===== src/rtl/spi_slave_axis_igress_fifo.sv =====
// spi_slave_axis_igress_fifo
// Ingress bridge from the SPI slave shifter into the clk domain. The slow
// s_axis_tvalid level is synchronized and each rising edge captures one
// beat into a first-word-fall-through FIFO. The FIFO drains through an
// AXIS master and flags dropped beats with a sticky overflow bit.
module spi_slave_axis_igress_fifo #(
    parameter int DATA_WIDTH  = 8,
    parameter int DEST_WIDTH  = 8,
    parameter int ID_WIDTH    = 8,
    parameter int DEPTH       = 4,
    parameter int SYNC_STAGES = 2
) (
    input  logic                       clk,
    input  logic                       resn,
    input  logic [DATA_WIDTH-1:0]      s_axis_tdata,
    input  logic                       s_axis_tvalid,
    output logic                       s_axis_tready,
    input  logic [DEST_WIDTH-1:0]      s_axis_tdest,
    input  logic [ID_WIDTH-1:0]        s_axis_tid,
    input  logic                       s_axis_tlast,
    output logic [DATA_WIDTH-1:0]      m_axis_tdata,
    output logic                       m_axis_tvalid,
    input  logic                       m_axis_tready,
    output logic [DEST_WIDTH-1:0]      m_axis_tdest,
    output logic [ID_WIDTH-1:0]        m_axis_tid,
    output logic                       m_axis_tlast,
    output logic [$clog2(DEPTH+1)-1:0] level,
    output logic                       overflow,
    input  logic                       overflow_clear
);

    localparam int AW = $clog2(DEPTH);
    localparam int LW = $clog2(DEPTH+1);

    typedef struct packed {
        logic                  last;
        logic [ID_WIDTH-1:0]   id;
        logic [DEST_WIDTH-1:0] dest;
        logic [DATA_WIDTH-1:0] data;
    } beat_t;

    logic [SYNC_STAGES-1:0] sync;
    logic [SYNC_STAGES-1:0] fill;
    logic                   vs;
    logic                   vs_d;
    logic                   armed;
    logic                   push_req;
    logic                   push_q;
    beat_t                  beat_q;
    beat_t                  mem [DEPTH];
    beat_t                  head;
    logic [AW:0]            wr_ptr, rd_ptr, wr_ptr_nxt, rd_ptr_nxt;
    logic                   full, empty, full_nxt;
    logic                   pop, push_ok, ovf_set;

    assign vs       = sync[SYNC_STAGES-1];
    assign push_req = armed & vs & ~vs_d;

    // Synchronizer chain plus a parallel fill marker. The marker tells when
    // vs reflects a post-reset sample, so a valid held high through reset
    // release never looks like a fresh low level and cannot arm the capture.
    always_ff @(posedge clk or negedge resn) begin
        if (!resn) begin
            sync  <= '0;
            fill  <= '0;
            vs_d  <= 1'b0;
            armed <= 1'b0;
        end else begin
            sync  <= {sync[SYNC_STAGES-2:0], s_axis_tvalid};
            fill  <= {fill[SYNC_STAGES-2:0], 1'b1};
            vs_d  <= vs;
            armed <= armed | (fill[SYNC_STAGES-1] & ~vs);
        end
    end

    // Capture stage: sample the (stable) source payload on the valid edge.
    always_ff @(posedge clk or negedge resn) begin
        if (!resn) begin
            push_q <= 1'b0;
            beat_q <= '0;
        end else begin
            push_q <= push_req;
            if (push_req)
                beat_q <= {s_axis_tlast, s_axis_tid, s_axis_tdest, s_axis_tdata};
        end
    end

    // FIFO status and next-pointer computation.
    always_comb begin
        empty      = (wr_ptr == rd_ptr);
        full       = (wr_ptr[AW-1:0] == rd_ptr[AW-1:0]) && (wr_ptr[AW] != rd_ptr[AW]);
        pop        = ~empty & m_axis_tready;
        push_ok    = push_q & (~full | pop);
        ovf_set    = push_q & full & ~pop;
        wr_ptr_nxt = wr_ptr + {{AW{1'b0}}, push_ok};
        rd_ptr_nxt = rd_ptr + {{AW{1'b0}}, pop};
        full_nxt   = (wr_ptr_nxt[AW-1:0] == rd_ptr_nxt[AW-1:0]) &&
                     (wr_ptr_nxt[AW] != rd_ptr_nxt[AW]);
    end

    // Pointers, registered ready and the sticky overflow flag.
    always_ff @(posedge clk or negedge resn) begin
        if (!resn) begin
            wr_ptr        <= '0;
            rd_ptr        <= '0;
            s_axis_tready <= 1'b1;
            overflow      <= 1'b0;
        end else begin
            wr_ptr        <= wr_ptr_nxt;
            rd_ptr        <= rd_ptr_nxt;
            s_axis_tready <= ~full_nxt;
            if (ovf_set)
                overflow <= 1'b1;
            else if (overflow_clear)
                overflow <= 1'b0;
        end
    end

    // Storage array; cleared on reset so the idle head reads as zero.
    always_ff @(posedge clk or negedge resn) begin
        if (!resn) begin
            for (int i = 0; i < DEPTH; i++)
                mem[i] <= '0;
        end else if (push_ok) begin
            mem[wr_ptr[AW-1:0]] <= beat_q;
        end
    end

    // First-word-fall-through head: outputs depend only on registered state.
    always_comb begin
        head          = mem[rd_ptr[AW-1:0]];
        m_axis_tvalid = ~empty;
        m_axis_tdata  = head.data;
        m_axis_tdest  = head.dest;
        m_axis_tid    = head.id;
        m_axis_tlast  = head.last;
        level         = LW'(wr_ptr - rd_ptr);
    end

endmodule


===== config.mk =====
export PLATFORM = sky130hd
export DESIGN_NAME = spi_slave_axis_igress_fifo
export DESIGN_NICKNAME = d
export VERILOG_FILES = /design/src/rtl/spi_slave_axis_igress_fifo.sv
export SDC_FILE = /design/constraint.sdc
export NUM_CORES = 1
export LEC_CHECK = 0
export ABC_AREA = 1
export CORE_ASPECT_RATIO = 0.8
export CORE_UTILIZATION = 30
export CTS_CLUSTER_DIAMETER = 60
export DETAILED_ROUTE_END_ITERATION = 10
export SYNTH_ARGS = -nofsm -noshare
export SYNTH_HDL_FRONTEND = slang
export SYNTH_SLANG_ARGS = --single-unit
export TNS_END_PERCENT = 30

===== constraint.sdc =====
create_clock -name clk -period 2.55 [get_ports clk]
set_clock_uncertainty 0.1 [all_clocks]
set_input_delay 0.765 -clock clk [delete_from_list [all_inputs] [get_ports clk]]
set_output_delay 0.765 -clock clk [all_outputs]
set_load 0.03 [all_outputs]

# Yosys cells after proc, flatten, opt, wreduce, memory -nomap -nowiden
# Cells that the tools add are included.
dict set report word_totals {
  register_bits 140
  input_bits 30
  out_inout_bits 31
  elab_cells 69
}
dict set report classes {
  addsub 3
  magnitude_cmp 3
  eq_ne 5
  n_mux 8
  n_bitwise 17
  n_reduce_logical 4
}
# op count
set op_table {}
lappend op_table {{bitwise mux 100 bit} 1}
lappend op_table {{2-to-1 mux 25 bit} 3}
lappend op_table {{binary-select mux 25 bit (select 2 bit)} 1}
lappend op_table {{demux 25 bit (select 2 bit)} 1}
lappend op_table {{AND 1 bit} 7}
lappend op_table {{adder 3 x 1 -> 3 bit} 2}
lappend op_table {{greater-or-equal comparator 3 bit, second input constant} 2}
lappend op_table {{NOT 1 bit} 6}
lappend op_table {{NOT 2 -> 3 bit} 2}
lappend op_table {{equality test 2 bit} 2}
lappend op_table {{equality test 3 bit} 1}
lappend op_table {{logical AND 1 bit} 3}
lappend op_table {{< comparator 3 x 1 -> 1 bit, second input constant} 1}
lappend op_table {{subtractor 3 bit} 1}
lappend op_table {{2-to-1 mux 1 bit} 2}
lappend op_table {{!= test 1 bit} 2}
lappend op_table {{bitwise OR 1 bit} 2}
lappend op_table {{nonzero test 2 bit} 1}

# Logic depth before layout (Yosys ltp)
dict set report logic_depth {
  depth_word 9
  depth_mapped 11
  ltp_nobuf 10
}

# Least setup slack after synthesis
# No wires, ideal clock.
dict set report synth_path {
  path_kind {reg2out}
  startpoint {register wr_ptr[0]}
  endpoint {output port level[2]}
  arrival_time_ps 1706
  t_required_ps 1685
  setup_slack_ps -21
  path_stages_with_launch 5
  n_path_buf 0
  cell_sequence {dfrtp_1 inv_2 ha_1 fa_1 xor2_1}
}
dict set report synth_between {
  elab_chain_cells 1
}
# element line
set synth_lines {}
lappend synth_lines {{start, declared} 52} ;# logic [AW:0] wr_ptr, rd_ptr, wr_ptr_nxt, rd_ptr_nxt;
lappend synth_lines {{start signal, assigned} 109} ;# wr_ptr <= wr_ptr_nxt;
lappend synth_lines {{subtractor 3 bit} 137} ;# level = LW'(wr_ptr - rd_ptr);
lappend synth_lines {{end, declared} 27} ;# output logic [$clog2(DEPTH+1)-1:0] level,
# No other way between the ends.

# Worst setup path in the final report
dict set report layout_path {
  startpoint {register rd_ptr[0]}
  endpoint {output port m_axis_tdata[4]}
}
dict set report layout_between {
  elab_chain_cells 4
}
# element line
set layout_lines {}
lappend layout_lines {{start, declared} 52}
lappend layout_lines {{start signal, assigned} 110} ;# rd_ptr <= rd_ptr_nxt;
lappend layout_lines {{NOT 2 -> 3 bit (implied by the code)} 131} ;# head = mem[rd_ptr[AW-1:0]];
lappend layout_lines {{binary-select mux 25 bit (select 2 bit)} 131}
lappend layout_lines {{2-to-1 mux 25 bit (implied by the code) (2 in a row)} 131}
lappend layout_lines {{end, declared} 21} ;# output logic [DATA_WIDTH-1:0] m_axis_tdata,
# No other way between the ends. The select of a mux whose other input is x is not followed.

==> out/qor.yml <==
cts:
  cts_max_path_buffers: 2
  cts_root_buffer: "clkbuf_16"
  cts_tree: "done"
  numCtsBuffers: 17
  cts-hold-fix-buffers: 0
  clock_latency_ns: 0.43
  clkSlewWorstSetupHoldPaths_ns: 0.07
  htreeDepth: 4
  clkSinkCount: 140
die:
  die_h_um: 134
  io_pins: 61
  fp.dieW_um: 167
  row_count: 47
  start_util_pct: 31.1
  dieArea_um2: 22400
  core_um2: 21100
synth:
  synthesis.area_um2: 6540
  synth_top_area_share_pct: 53.2
  ys_seq_area_share_pct: 53.6
  ys_seq_elements: 140
  yosys-top-cells-area: "dfrtp_1 (53%), nand2_1 (16%), nand4_1 (9.8%), o21ai_0 (3.1%), nor2_1 (2.9%)"
  synth_cell_types: 30
  yosys_warnings: 0
  synth_edf_count: 0
  synth_top_area_cell: "dfrtp_1"
  syn_avg_cell_area_um2: 8.70
  synthMostInstantiatedCell: "nand2_1"
  synthesis.nets: 789
  async_reset_ff_share_pct: 100
  yosys_most_used_dff: "dfrtp_1"
  postSynthCellCount: 752
  synth_common_cells: "nand2_1 (282), dfrtp_1 (139), nand4_1 (102)"
sta:
  holdWs_ns: 0.165
  max_slew_margin_pct: 61.0
  rsz0062_at_grt: "yes"
  setup_viol: 20
  finalSetupTns_ns: -1.43
  tightest_slew_ns: 0.584
  fin_crit_sh_pct: 106
  min_period_ns: 2.70
  fmax_mhz: 371
  slew_violations: 0
  finalHoldViolations: 0
  fin_ws_ns: -0.147
place:
  port_buffers: 60
  place_ws_ns: 0.0191
  gp_congestion: 0.776
  dp_hpwl_um: 10700
layout:
  num_antenna_cells: 0
  final_core_util_pct: 39.4
  drive_gt1_share_pct: 17.1
  nNetsFinal: 850
  syn2layout_area_growth_pct: 26.8
job:
  maxCapViolCount: 0
power_and_ir_drop:
  fin_total_pwr_mw: 12.2
  pwr-share-clk_pct: 20.6
  p_leak_nw: 4.09
  pwr-share-seq_pct: 29.7
  intPower_mw: 6.83
  powerDensity_nw_per_um2: 1470
  peakVddDrop_v: 0.000693
  combPwrFrac_pct: 49.7
  p_sw_share_pct: 44.2
  p_sw_mw: 5.41
drt:
  antenna_left: 0
  route.detailed.drc: 0
  drt-initial-drc-count: 485
  wl_per_cell_um: 17.3
  wl_um: 18900
  via_per_inst: 5.05
  drt_first_pass_iters: 4
  vias: 5532
critical_path:
  required_ns: 1.69
  cp_data_arrival_time_ns: 1.83
  worstPathCellList: "inv_4 -> buf_12 -> clkbuf_16 -> o21ai_1 -> o22ai_1 -> buf_4"
  slowest_delay_ns: 0.49
  critPathKind: "reg2out"
  timing.critical_path.slowest_stage_cell: "dfrtp_2"
  startpoint_type: "flip-flop"
  end_kind: "output port"
  crit_fanout: 11
global_route:
  grtUsageTotal_pct: 17.7
  antenna_found_initial: 0
  grt_pass1_wl_um: 30500
  grt_max_degree: 53
  grt.overflow.total: 0
  first_global_vias: 5397
outcome:
  failed_checks: "negative setup slack"
  status: "complete, but fails checks"
hold_path:
  hp-class: "in2async"
[cell usage in the layout (no fill, tap or decap), types with 7 or more instances in the layout]
cell type and count:
o22ai_2 9, inv_6 8, buf_4 42, buf_12 8
nand2_1 282, clkbuf_16 19, dfrtp_1 136, buf_6 14
o21ai_0 27, nand4_1 102, inv_2 7, nor2_1 51
o22ai_1 17, clkdlybuf4s50_1 30, o21ai_1 22
[layout make-up]
cell class | instances | area [um2]
clock buffers | 17 | 425
clock inverters | 15 | 164
fillers | 2125 | 12800
inverters | 14 | 57.6
multi-input cells | 540 | 2730
flip-flops and latches | 140 | 3510
well taps | 269 | 337
repair buffers | 100 | 1080
[power groups by stage]
stage / clock [mW] / sequential [mW] / combinational [mW]
after detailed placement: 0 / 3.63 / 5.36
after CTS: 2.56 / 3.62 / 5.88
final: 2.52 / 3.64 / 6.08
after global routing: 2.66 / 3.74 / 6.57
after global placement: 0 / 3.62 / 5.32
after floorplan: 0 / 3.52 / 3.54
[registers in the layout, indices dropped and copies added (netlist names)]
name           count
push_q             1
fill               2
sync               2
mem              100
rd_ptr             3
s_axis_tready      1
wr_ptr             3
overflow           1
armed              1
vs_d               1
beat_q            25
[cell families (layout without fill, tap and decap cells)]
| kind of cell | count (synthesis) | in the layout | synth area share (%) |
|---|---|---|---|
| simple gates | 447 | 447 | 31.3 |
| flops | 140 | 140 | 53.6 |
| compound gates | 78 | 78 | 6.50 |
| buf+inv | 72 | 146 | 6.20 |
| fa+ha+maj | 7 | 7 | 1.45 |
| xor+xnor | 7 | 7 | 0.937 |
| other cells | 1 | 1 | 0.0573 |
[routing by layer]
layer  GRT usage [%]  up-vias  part of all wire, %
met5               0        -                    0
met4            4.89        0                 0.90
met3            3.42       18                  5.6
met2            27.1      177                   45
met1            25.3     2657                   48
li1                -     2680                    -
[through the flow]
stage,cell area (um2),std cells
3_5_place_dp,7390,1054
6_report,8300,1095
3_3_place_gp,7390,1054
4_1_cts,8210,1093
2_1_floorplan,6550,752
5_1_grt,8300,1095
[worst max-delay path: cells and delay by family (launching register included)]
kind / cells / cell delay [ns]
flops: 1 / 0.49
buf+inv: 4 / 0.66
compound gates: 2 / 0.26
[path summary, 6_finish.rpt]
path / slack (ns) / start / endpoint / cells after the start
min: 0.16 / resn / beat_q[11] / 1
max reg2reg: 0.33 / rd_ptr[1] / mem[22] / 10
max in group asynchronous: 1.55 / resn / s_axis_tready / 2
min reg2reg: 0.25 / sync[0] / sync[1] / 0
min in group clk: 0.25 / sync[0] / sync[1] / 0
max: -0.15 / rd_ptr[0] / m_axis_tdata[4] / 6
[repair_timing]
action / in CTS / in global routing
pin swaps: 8 / 9
gates resized for setup: 33 / 26
setup buffers: 4 / 2
cloned: 3 / 2
setup endpoints to repair: 28 / 28
(Power assumes the default switching activity.)
